**src/rtl/kilit_kontrolcu_if.sv**
```systemverilog
// rtl/kilit_kontrolcu_if.sv - dial/confirm inputs, checker link and status outputs of the lock front end
interface kilit_kontrolcu_if;
    logic       sag_darbe;
    logic       sol_darbe;
    logic       onayla;
    logic       programla;
    logic [5:0] yeni_sifre;
    logic       kilit_acik;
    logic [2:0] sag_adim;
    logic [1:0] sol_adim;
    logic [5:0] kilit_sifre;
    logic       acik;
    logic       hata;
    logic       kilitli;
    logic       sifre_yazildi;
    logic [2:0] durum;

    modport slave (
        input  sag_darbe, sol_darbe, onayla, programla, yeni_sifre, kilit_acik,
        output sag_adim, sol_adim, kilit_sifre, acik, hata, kilitli, sifre_yazildi, durum
    );

    modport master (
        output sag_darbe, sol_darbe, onayla, programla, yeni_sifre, kilit_acik,
        input  sag_adim, sol_adim, kilit_sifre, acik, hata, kilitli, sifre_yazildi, durum
    );
endinterface

```
**src/rtl/kilit_kontrolcu.sv**
```systemverilog
// rtl/kilit_kontrolcu.sv - lock front-end FSM (dial counting, open time, password write); lockout under KILIT_KONTROLCU_KILITLENME_EN
module kilit_kontrolcu #(
    parameter logic [5:0] VARSAYILAN_SIFRE = 6'd0,
    parameter int         ACIK_SURE        = 16,
    parameter int         ZAMAN_ASIMI      = 1000
`ifdef KILIT_KONTROLCU_KILITLENME_EN
    ,
    parameter int         MAX_DENEME       = 3,
    parameter int         KILIT_SURE       = 5000
`endif
) (
    input  logic              clk,
    input  logic              rst_n,
    kilit_kontrolcu_if.slave  bus
);

    typedef enum logic [2:0] {
        BOSTA   = 3'd0,
        SAG     = 3'd1,
        SOL     = 3'd2,
        KONTROL = 3'd3,
        ACIK    = 3'd4,
        KILIT   = 3'd5
    } durum_t;

    durum_t      durum_q;
    logic [2:0]  sag_q;
    logic [1:0]  sol_q;
    logic [5:0]  sifre_q;
    logic        acik_q;
    logic        hata_q;
    logic        yazildi_q;
    logic        tasma;
    logic        hata_bayrak;
    logic [15:0] zaman;
    logic        basari;

`ifdef KILIT_KONTROLCU_KILITLENME_EN
    localparam int DW = $clog2(MAX_DENEME + 1);
    logic          kilitli_q;
    logic [DW-1:0] deneme;
`endif

    // kilit_acik is combinational on our registered outputs, so it is
    // already valid for the current counts during the KONTROL cycle.
    assign basari = bus.kilit_acik & ~tasma & ~hata_bayrak;

    always_ff @(posedge clk or negedge rst_n) begin
        if (!rst_n) begin
            durum_q     <= BOSTA;
            sag_q       <= 3'd0;
            sol_q       <= 2'd0;
            sifre_q     <= VARSAYILAN_SIFRE;
            acik_q      <= 1'b0;
            hata_q      <= 1'b0;
            yazildi_q   <= 1'b0;
            tasma       <= 1'b0;
            hata_bayrak <= 1'b0;
            zaman       <= 16'd0;
`ifdef KILIT_KONTROLCU_KILITLENME_EN
            kilitli_q   <= 1'b0;
            deneme      <= '0;
`endif
        end else begin
            hata_q    <= 1'b0;
            yazildi_q <= 1'b0;
            case (durum_q)
                BOSTA: begin
                    if (bus.sag_darbe) begin
                        durum_q     <= SAG;
                        sag_q       <= 3'd1;
                        hata_bayrak <= bus.sol_darbe;
                        zaman       <= 16'd0;
                    end
                end
                SAG: begin
                    if (bus.onayla) begin
                        durum_q <= KONTROL;
                    end else if (bus.sag_darbe && bus.sol_darbe) begin
                        hata_bayrak <= 1'b1;
                        zaman       <= 16'd0;
                    end else if (bus.sol_darbe) begin
                        durum_q <= SOL;
                        sol_q   <= 2'd1;
                        zaman   <= 16'd0;
                    end else if (bus.sag_darbe) begin
                        if (sag_q == 3'd7) tasma <= 1'b1;
                        else               sag_q <= sag_q + 3'd1;
                        zaman <= 16'd0;
                    end else if (zaman == 16'(ZAMAN_ASIMI - 1)) begin
                        durum_q     <= BOSTA;
                        sag_q       <= 3'd0;
                        sol_q       <= 2'd0;
                        tasma       <= 1'b0;
                        hata_bayrak <= 1'b0;
                    end else begin
                        zaman <= zaman + 16'd1;
                    end
                end
                SOL: begin
                    if (bus.onayla) begin
                        durum_q <= KONTROL;
                    end else if (bus.sag_darbe || bus.sol_darbe) begin
                        zaman <= 16'd0;
                        // A right pulse after the left phase began is an order violation.
                        if (bus.sag_darbe) hata_bayrak <= 1'b1;
                        if (bus.sol_darbe) begin
                            if (sol_q == 2'd3) tasma <= 1'b1;
                            else               sol_q <= sol_q + 2'd1;
                        end
                    end else if (zaman == 16'(ZAMAN_ASIMI - 1)) begin
                        durum_q     <= BOSTA;
                        sag_q       <= 3'd0;
                        sol_q       <= 2'd0;
                        tasma       <= 1'b0;
                        hata_bayrak <= 1'b0;
                    end else begin
                        zaman <= zaman + 16'd1;
                    end
                end
                KONTROL: begin
                    sag_q       <= 3'd0;
                    sol_q       <= 2'd0;
                    tasma       <= 1'b0;
                    hata_bayrak <= 1'b0;
                    if (basari) begin
                        durum_q <= ACIK;
                        acik_q  <= 1'b1;
                        zaman   <= 16'd0;
`ifdef KILIT_KONTROLCU_KILITLENME_EN
                        deneme  <= '0;
`endif
                    end else begin
                        hata_q <= 1'b1;
`ifdef KILIT_KONTROLCU_KILITLENME_EN
                        deneme <= deneme + 1'b1;
                        if (int'(deneme) + 1 >= MAX_DENEME) begin
                            durum_q   <= KILIT;
                            kilitli_q <= 1'b1;
                            zaman     <= 16'd0;
                        end else begin
                            durum_q <= BOSTA;
                        end
`else
                        durum_q <= BOSTA;
`endif
                    end
                end
                ACIK: begin
                    if (bus.programla) begin
                        sifre_q   <= bus.yeni_sifre;
                        yazildi_q <= 1'b1;
                    end
                    if (bus.onayla || zaman == 16'(ACIK_SURE - 1)) begin
                        durum_q <= BOSTA;
                        acik_q  <= 1'b0;
                    end else begin
                        zaman <= zaman + 16'd1;
                    end
                end
`ifdef KILIT_KONTROLCU_KILITLENME_EN
                KILIT: begin
                    if (zaman == 16'(KILIT_SURE - 1)) begin
                        durum_q   <= BOSTA;
                        kilitli_q <= 1'b0;
                        deneme    <= '0;
                    end else begin
                        zaman <= zaman + 16'd1;
                    end
                end
`endif
                default: durum_q <= BOSTA;
            endcase
        end
    end

    assign bus.sag_adim      = sag_q;
    assign bus.sol_adim      = sol_q;
    assign bus.kilit_sifre   = sifre_q;
    assign bus.acik          = acik_q;
    assign bus.hata          = hata_q;
    assign bus.sifre_yazildi = yazildi_q;
    assign bus.durum         = durum_q;
`ifdef KILIT_KONTROLCU_KILITLENME_EN
    assign bus.kilitli       = kilitli_q;
`else
    assign bus.kilitli       = 1'b0;
`endif

endmodule

```
**src/flat_wrapper.sv**
```systemverilog
// flat-port wrapper written by rule: the top's interface ports become plain ports
module kilit_kontrolcu_flat 
#(
    parameter logic [5:0] VARSAYILAN_SIFRE = 6'd0,
    parameter int         ACIK_SURE        = 16,
    parameter int         ZAMAN_ASIMI      = 1000

)
  (clk, rst_n, bus_sag_darbe, bus_sol_darbe, bus_onayla, bus_programla, bus_yeni_sifre, bus_kilit_acik, bus_sag_adim, bus_sol_adim, bus_kilit_sifre, bus_acik, bus_hata, bus_kilitli, bus_sifre_yazildi, bus_durum);
  kilit_kontrolcu_if bus_i ();
  input  logic clk;
  input  logic rst_n;
  input wire logic [$bits(bus_i.sag_darbe)-1:0] bus_sag_darbe;
  input wire logic [$bits(bus_i.sol_darbe)-1:0] bus_sol_darbe;
  input wire logic [$bits(bus_i.onayla)-1:0] bus_onayla;
  input wire logic [$bits(bus_i.programla)-1:0] bus_programla;
  input wire logic [$bits(bus_i.yeni_sifre)-1:0] bus_yeni_sifre;
  input wire logic [$bits(bus_i.kilit_acik)-1:0] bus_kilit_acik;
  output wire logic [$bits(bus_i.sag_adim)-1:0] bus_sag_adim;
  output wire logic [$bits(bus_i.sol_adim)-1:0] bus_sol_adim;
  output wire logic [$bits(bus_i.kilit_sifre)-1:0] bus_kilit_sifre;
  output wire logic [$bits(bus_i.acik)-1:0] bus_acik;
  output wire logic [$bits(bus_i.hata)-1:0] bus_hata;
  output wire logic [$bits(bus_i.kilitli)-1:0] bus_kilitli;
  output wire logic [$bits(bus_i.sifre_yazildi)-1:0] bus_sifre_yazildi;
  output wire logic [$bits(bus_i.durum)-1:0] bus_durum;
  assign bus_i.sag_darbe = bus_sag_darbe;
  assign bus_i.sol_darbe = bus_sol_darbe;
  assign bus_i.onayla = bus_onayla;
  assign bus_i.programla = bus_programla;
  assign bus_i.yeni_sifre = bus_yeni_sifre;
  assign bus_i.kilit_acik = bus_kilit_acik;
  assign bus_sag_adim = bus_i.sag_adim;
  assign bus_sol_adim = bus_i.sol_adim;
  assign bus_kilit_sifre = bus_i.kilit_sifre;
  assign bus_acik = bus_i.acik;
  assign bus_hata = bus_i.hata;
  assign bus_kilitli = bus_i.kilitli;
  assign bus_sifre_yazildi = bus_i.sifre_yazildi;
  assign bus_durum = bus_i.durum;
  kilit_kontrolcu #(.VARSAYILAN_SIFRE(VARSAYILAN_SIFRE), .ACIK_SURE(ACIK_SURE), .ZAMAN_ASIMI(ZAMAN_ASIMI)) u_core (.clk(clk), .rst_n(rst_n), .bus(bus_i));
endmodule
```
**config.mk**
```make
export PLATFORM = sky130hd
export DESIGN_NAME = kilit_kontrolcu_flat
export DESIGN_NICKNAME = d
export VERILOG_FILES = /design/src/rtl/kilit_kontrolcu_if.sv /design/src/rtl/kilit_kontrolcu.sv /design/src/flat_wrapper.sv
export SDC_FILE = /design/constraint.sdc
export NUM_CORES = 1
export LEC_CHECK = 0
export BUFFER_PORTS_ARGS = -buffer_cell sky130_fd_sc_hd__buf_2
export CAP_MARGIN = 20
export CORE_AREA = 2 2 67 69
export CTS_CLUSTER_DIAMETER = 200
export DETAILED_ROUTE_END_ITERATION = 10
export DIE_AREA = 0 0 69 71
export GPL_ROUTABILITY_DRIVEN = 0
export GPL_TIMING_DRIVEN = 0
export HOLD_SLACK_MARGIN = 0.03
export PLACE_DENSITY = 0.75
export SLEW_MARGIN = 10
export SYNTH_ARGS = -nofsm -noshare
export SYNTH_HDL_FRONTEND = slang
export SYNTH_SLANG_ARGS = --single-unit
```
**constraint.sdc**
```tcl
create_clock -name clk -period 2.5 [get_ports clk]
set_input_delay 0.625 -clock clk [delete_from_list [all_inputs] [get_ports clk]]
set_output_delay 0.625 -clock clk [all_outputs]
set_load 0.03 [all_outputs]
```
==> impl_metrics.json, run 1 <==
{
  "crit_path_max_fanout": 10,
  "dpl.hpwl_um": 3800,
  "grt_max_degree": 36,
  "synth-seq-area-share_pct": 38.7,
  "area_growth_pct": 13.5,
  "drtPass1Iterations": 4,
  "synth.area.top_cells": "dfrtp_1, nor2_1, mux2_2",
  "worstHoldPathType": "in -> async",
  "path_clk_slew_ns": 0.07,
  "cts_buffer_depth": 2,
  "yosys_warnings": 0,
  "p_per_area_nw_per_um2": 989,
  "ir_drop_v": 0.000443,
  "drc": 0,
  "crit_path_top_delay_cell": "nor4_1",
  "register_area_um2": 876,
  "cts_max_level": 2,
  "ioPinCount": 31,
  "worstPathArrival_ns": 2.52,
  "fp.dieH_um": 71,
  "ys_ff_latch": 35,
  "syn_inst": 255,
  "port_buffers": 29,
  "whs_ns": 0.413,
  "cp_num_buf_inv": 2,
  "setup_viol": 0,
  "wl_um": 5180,
  "grt_pass1_wl_um": 8960,
  "clkSinkCount": 35,
  "fin_nets": 308,
  "die-area_um2": 4900,
  "multi_input_area_um2": 1270,
  "start_util_pct": 53.8,
  "cp_slowest_stage_delay_ns": 0.45,
  "maxCapViolCount": 0,
  "syn-cell-area_um2": 2260,
  "synthDistinctLibCells": 58,
  "clk_latency_ns": 0.28,
  "grt_util_all_layers_pct": 22.2,
  "grt_overflow": 0,
  "end_kind": "flop",
  "post-route-period-util_pct": 93.9,
  "synth_top_family_by_area": "simple AND/OR/NAND/NOR gates",
  "rows": 24,
  "synth-simple-area-share_pct": 24.8,
  "via_per_inst": 5.90,
  "max_slew_margin_pct": 48.7,
  "wl_per_cell_um": 15.1,
  "grt_antenna_before_repair": 0,
  "criticalPathCategory": "reg -> reg",
  "timing.critical_path.required_ns": 2.67,
  "coreArea_um2": 4200,
  "pre_cts_ws_ns": -0.247,
  "cp_top_family": "compound AO/OA/AOI/OAI gates",
  "synthMuxAreaShare_pct": 4.75,
  "root_buffer": "clkbuf_8",
  "worstSetupStartpointType": "flop",
  "synthFlopType": "dfrtp_1",
  "p_leak_nw": 1.10,
  "cts_buffers": 5,
  "post_cts.repair.setup_buffers": 0,
  "worstPathCellList": "buf_2 > buf_1 > nor3b_1 > o21a_1 > nor4_1 > o21ai_0 > a32o_1",
  "grt_pass1_vias": 1960,
  "slew_viol_final": 0,
  "drtAntennaViolNets": 0,
  "synthAdderAreaFrac_pct": 2.21,
  "fin_ws_ns": 0.153,
  "drive_gt1_share_pct": 20.9,
  "num_vias": 2028,
  "nFillCells": 381,
  "synth_xor_area_share_pct": 0.387,
  "synth_top_area_cell": "dfrtp_1",
  "cts_tree": "yes",
  "status": "finished clean",
  "synth_compound_area_share_pct": 23.3,
  "synth_top_area_share_pct": 38.7,
  "hold_violations": 0,
  "finalClockSkew_ns": 0.00651,
  "tightest_slew_ns": 0.769,
  "synthArstFlopShare_pct": 100,
  "fin_crit_ns": 2.35,
  "drtIter0Drc": 291,
  "antennaDiodeCount": 0,
  "dieWidth_um": 69,
  "syn-num-nets": 272,
  "avgSynthCellArea_um2": 8.88,
  "synth-edff-count": 0,
  "fmax_ghz": 0.426
}
==> routing by layer <==
layer  vias up  share of wire, %  GRT usage, %
met1       968                44          29.0
met3         6               3.9          4.42
li1       1012                 -             -
met2        42                50          37.1
met5         -                 0             0
met4         0               1.2          7.41
==> cell usage in the layout (no fill, tap or decap), drive strengths merged, types with 2 or more instances in the layout <==
| master | n |
|---|---|
| o22ai | 4 |
| and3 | 3 |
| a2111oi | 2 |
| or3 | 2 |
| o21a | 4 |
| nor2b | 7 |
| mux2i | 4 |
| o211ai | 3 |
| nand3 | 8 |
| a21boi | 2 |
| o21ai | 12 |
| a211oi | 2 |
| a32o | 4 |
| nand2 | 17 |
| ha | 4 |
| a31oi | 4 |
| o31ai | 5 |
| o21bai | 2 |
| nand4 | 7 |
| nor3 | 9 |
| dfrtp | 35 |
| buf | 38 |
| nand2b | 8 |
| a221oi | 3 |
| inv | 14 |
| clkbuf | 14 |
| nor2 | 20 |
| a22oi | 2 |
| o2bb2ai | 4 |
| mux2 | 6 |
| a21oi | 11 |
| nor3b | 3 |
| nor4 | 6 |
| or2 | 4 |
==> area by class of cell <==
cell class	instances	share of cell area (%)
clock buffer	6	2.83
timing repair buffer	29	5.65
multi-input combinational	189	49.4
sequential	35	34.1
tap	52	2.53
clock inverter	2	0.487
buffer	17	2.92
inverter	14	2.05
==> where the power goes <==
part           switching, W  leakage, nW  internal, W
registers         0.0000865        0.468     0.000694
clock network      0.000199       0.0412     0.000194
logic              0.000872        0.586     0.000493
total               0.00116         1.10      0.00138
==> logic make-up (layout without fill, tap and decap cells) <==
kind of cell,after synthesis,in the layout
and+or+nand+nor,100,100
AOI/OAI and AO/OA,73,73
DFF,35,35
buffers and inverters,31,68
muxes,10,10
adders and majority gates,4,4
other,1,1
xor gates and xnor gates,1,1
==> synthesized netlist by cell type (2+ instances only) <==
master / instances
o21bai_1: 2
ha_1: 4
a211oi_1: 2
a21boi_0: 2
nor3_1: 9
nand2b_1: 8
a21oi_1: 11
o2bb2ai_1: 4
o21a_1: 4
o21ai_0: 10
clkbuf_1: 8
nor4_1: 4
nor2b_1: 7
nand3_1: 8
a31oi_1: 4
nor3b_1: 3
buf_4: 2
mux2i_1: 4
o211ai_1: 3
inv_1: 14
or3_1: 2
nand2_1: 17
buf_1: 4
mux2_2: 6
and3_1: 3
o22ai_1: 4
a32o_1: 4
or2_2: 4
buf_2: 3
nand4_1: 7
a221oi_1: 3
o31ai_1: 5
nor2_1: 20
dfrtp_1: 35
a22oi_1: 2
==> registers in the layout, indices dropped and copies added, names as in the netlist, 2 cells and up <==
signal and flops:
u_core.zaman 16, u_core.bus.sol_adim 2, u_core.bus.kilit_sifre 6, u_core.bus.durum 3
u_core.bus.sag_adim 3
==> per-stage QoR <==
stage / instance area, um2 / utilization [%] / instances / setup TNS (ns) / power (W)
floorplan: 2260 / - / 255 / 0 / 0.00180
global placement: 2470 / 58.8 / 336 / -2.23 / 0.00211
detailed placement: 2470 / 58.8 / 336 / -2.25 / 0.00213
CTS: 2560 / 60.9 / 344 / 0 / 0.00253
global route: 2570 / 61.1 / 344 / -0.00360 / 0.00273
finish: 2570 / 61.1 / 344 / 0 / 0.00254
==> worst reg2reg max path: cells and delay by family (launching register included) <==
family,cells,cell delay [ns]
buffers and inverters,2,0.59
DFF,1,0.44
AOI/OAI and AO/OA,3,0.61
and+or+nand+nor,2,0.60
==> timing repair <==
action	4_1_cts	5_1_grt
hold buffers	0	0
gates resized for setup	0	2
setup endpoints to repair	0	9
==> path summary, 6_finish.rpt <==
path / endpoint / depth (start not counted) / from / slack [ns]
setup / recovery: u_core.tasma / 7 / u_core.bus.durum[1] / 0.15
hold / removal: u_core.bus.durum[0] / 1 / rst_n / 0.41
setup reg to reg: u_core.tasma / 7 / u_core.bus.durum[1] / 0.15
hold reg to reg: u_core.bus.sag_adim[0] / 1 / u_core.bus.sag_adim[0] / 0.50
max in group asynchronous: u_core.zaman[13] / 1 / rst_n / 1.60
min in group clk: u_core.bus.sag_adim[0] / 1 / u_core.bus.sag_adim[0] / 0.50
Note: power is estimated with default switching activity, not from simulation.
==> run 2: changes to the inputs <==
--- a/config.mk
+++ b/config.mk
@@ -14,7 +14,7 @@
 export GPL_ROUTABILITY_DRIVEN = 0
 export GPL_TIMING_DRIVEN = 0
 export HOLD_SLACK_MARGIN = 0.03
-export PLACE_DENSITY = 0.75
+export PLACE_DENSITY_LB_ADDON = 0.1
 export SLEW_MARGIN = 10
 export SYNTH_ARGS = -nofsm -noshare
 export SYNTH_HDL_FRONTEND = slang
==> run 2 against run 1 <==
Against the previous run:
- sequential power shrank 0.9%
- setup slack improved by 0.088 ns
- register-to-register slack improved by 0.09 ns
- power is 5.2% higher
- sequential share of layout area fell by 0.38 points
- critical endpoint is now u_core.zaman[14]
==> impl_metrics.json, run 2 (synthesized netlist as in run 1, its figures left out) <==
{
  "antennaDiodeCount": 0,
  "fin_crit_ns": 2.26,
  "path_clk_slew_ns": 0.08,
  "timing.rr.end": "u_core.zaman[14]",
  "cts_buffers": 5,
  "largest_reg_flops": 16,
  "drtPass1Iterations": 4,
  "final_common_cell": "dfrtp_1",
  "dpl.hpwl_um": 3630,
  "port_buffers": 29,
  "ir_drop_v": 0.000471,
  "dieWidth_um": 69,
  "cts_max_level": 2,
  "post_cts.repair.setup_buffers": 0,
  "worstPathCellList": "ha_1 > nand4_1 > nor4_1 > nand3_1 > a2111oi_2 > o22ai_1",
  "drive_gt1_share_pct": 21.6,
  "rsz0062_at_grt": "false",
  "whs_ns": 0.397,
  "grt_util_all_layers_pct": 21.6,
  "coreArea_um2": 4200,
  "num_vias": 2024,
  "nFillCells": 370,
  "r2r_cells": 6,
  "crit_path_top_delay_cell": "nor4_1",
  "rrSetupSlack_ns": 0.24,
  "grt_overflow": 0,
  "clkSinkCount": 35,
  "layout_common_cells": "dfrtp_1, buf_2, nor2_1",
  "top_register": "u_core.zaman",
  "area_growth_pct": 14.8,
  "status": "finished clean",
  "worstHoldPathType": "in -> async",
  "cts_buffer_depth": 2,
  "hold_violations": 0,
  "fmax_ghz": 0.443,
  "start_util_pct": 53.8,
  "post-route-period-util_pct": 90.4,
  "p_per_area_nw_per_um2": 1030,
  "grt_antenna_before_repair": 0,
  "via_per_inst": 5.88,
  "grt_pass1_wl_um": 8720,
  "slew_viol_final": 0,
  "finalClockSkew_ns": 0.00743,
  "crit_path_max_fanout": 5,
  "p_leak_nw": 1.11,
  "rows": 24,
  "dpl.cell_count": 336,
  "drtAntennaViolNets": 0,
  "cp_slowest_stage_delay_ns": 0.62,
  "worstPathArrival_ns": 2.42,
  "ioPinCount": 31,
  "die-area_um2": 4900,
  "drc": 0,
  "wl_um": 5150,
  "grt_max_degree": 36,
  "timing.critical_path.required_ns": 2.66,
  "final_core_util_pct": 61.8,
  "wl_per_cell_um": 15.0,
  "dpl_cell_area_um2": 2470,
  "grt_pass1_vias": 1879,
  "setup_viol": 0,
  "reg2reg_from": "u_core.zaman[0]",
  "maxCapViolCount": 0,
  "worstSetupStartpointType": "flop",
  "cts_tree": "yes",
  "max_slew_margin_pct": 49.2,
  "tightest_slew_ns": 0.762,
  "clk_latency_ns": 0.29,
  "design_power_total_w": 0.00267,
  "drtIter0Drc": 153,
  "final_cell_area_um2": 2600,
  "fp.dieH_um": 71,
  "fin_cells": 344,
  "criticalPathCategory": "reg -> reg",
  "ctsHoldBuffers": 0,
  "root_buffer": "clkbuf_8",
  "end_kind": "flop",
  "fin_nets": 308
}
==> run 2: changes by cell type in the layout (fill, tap and decap cells not counted), sizes merged <==
cell      previous run  this run
bufinv               0         1
clkinv               1         2
clkbuf              14        13
clkinvlp             1         0
==> run 2: where the power goes <==
group / leakage (nW) / internal (W) / total, W / switching, W
combinational: 0.589 / 0.000497 / 0.00138 / 0.000885
sequential: 0.468 / 0.000694 / 0.000774 / 0.0000805
clock: 0.0581 / 0.000297 / 0.000517 / 0.000220
==> run 2: critical path, delay by kind of cell, from the launching register on <==
kind,cells,cell delay (ns)
fa+ha+maj,1,0.25
compound gates,2,0.47
simple gates,3,1.00
flops,1,0.40
==> run 2: area by class of cell <==
type | instances | area [um2] | share of cell area [%]
plain buffers | 17 | 76.3 | 2.94
clock buffers | 5 | 68.8 | 2.65
repair buffers | 29 | 145 | 5.59
flip-flops and latches | 35 | 876 | 33.7
inverters | 14 | 52.6 | 2.02
multi-input cells | 189 | 1270 | 48.9
clock inverters | 3 | 43.8 | 1.69
well taps | 52 | 65.1 | 2.50
==> run 2: what timing repair did <==
action	in CTS	in global routing
setup endpoints to repair	0	12
resized for setup	0	4
hold endpoints to repair	0	0
==> run 2: worst max-delay path by stage <==
stage	from	endpoint	slack, ns	cells after the start
after CTS	u_core.hata_bayrak	u_core.zaman[0]	0.02	5
final	u_core.zaman[0]	u_core.zaman[14]	0.24	6
after global routing	u_core.zaman[0]	u_core.zaman[14]	0.04	6
after floorplan	bus_sol_darbe	u_core.bus.sol_adim[1]	0.29	6
after global placement	bus_onayla	u_core.zaman[0]	-0.26	7
after detailed placement	bus_onayla	u_core.zaman[0]	-0.34	7
==> run 2: through the flow <==
stage	worst slack [ns]	TNS, ns
floorplan	0.293	0
global placement	-0.259	-2.52
detailed placement	-0.335	-3.04
CTS	0.0232	0
global route	0.0441	0
finish	0.241	0
==> run 2: routing by layer <==
layer	routed length [um]	global-route usage, %
met3	305	4.27
met4	44	6.54
met5	0	0
met1	2560	32.0
met2	2240	32.2
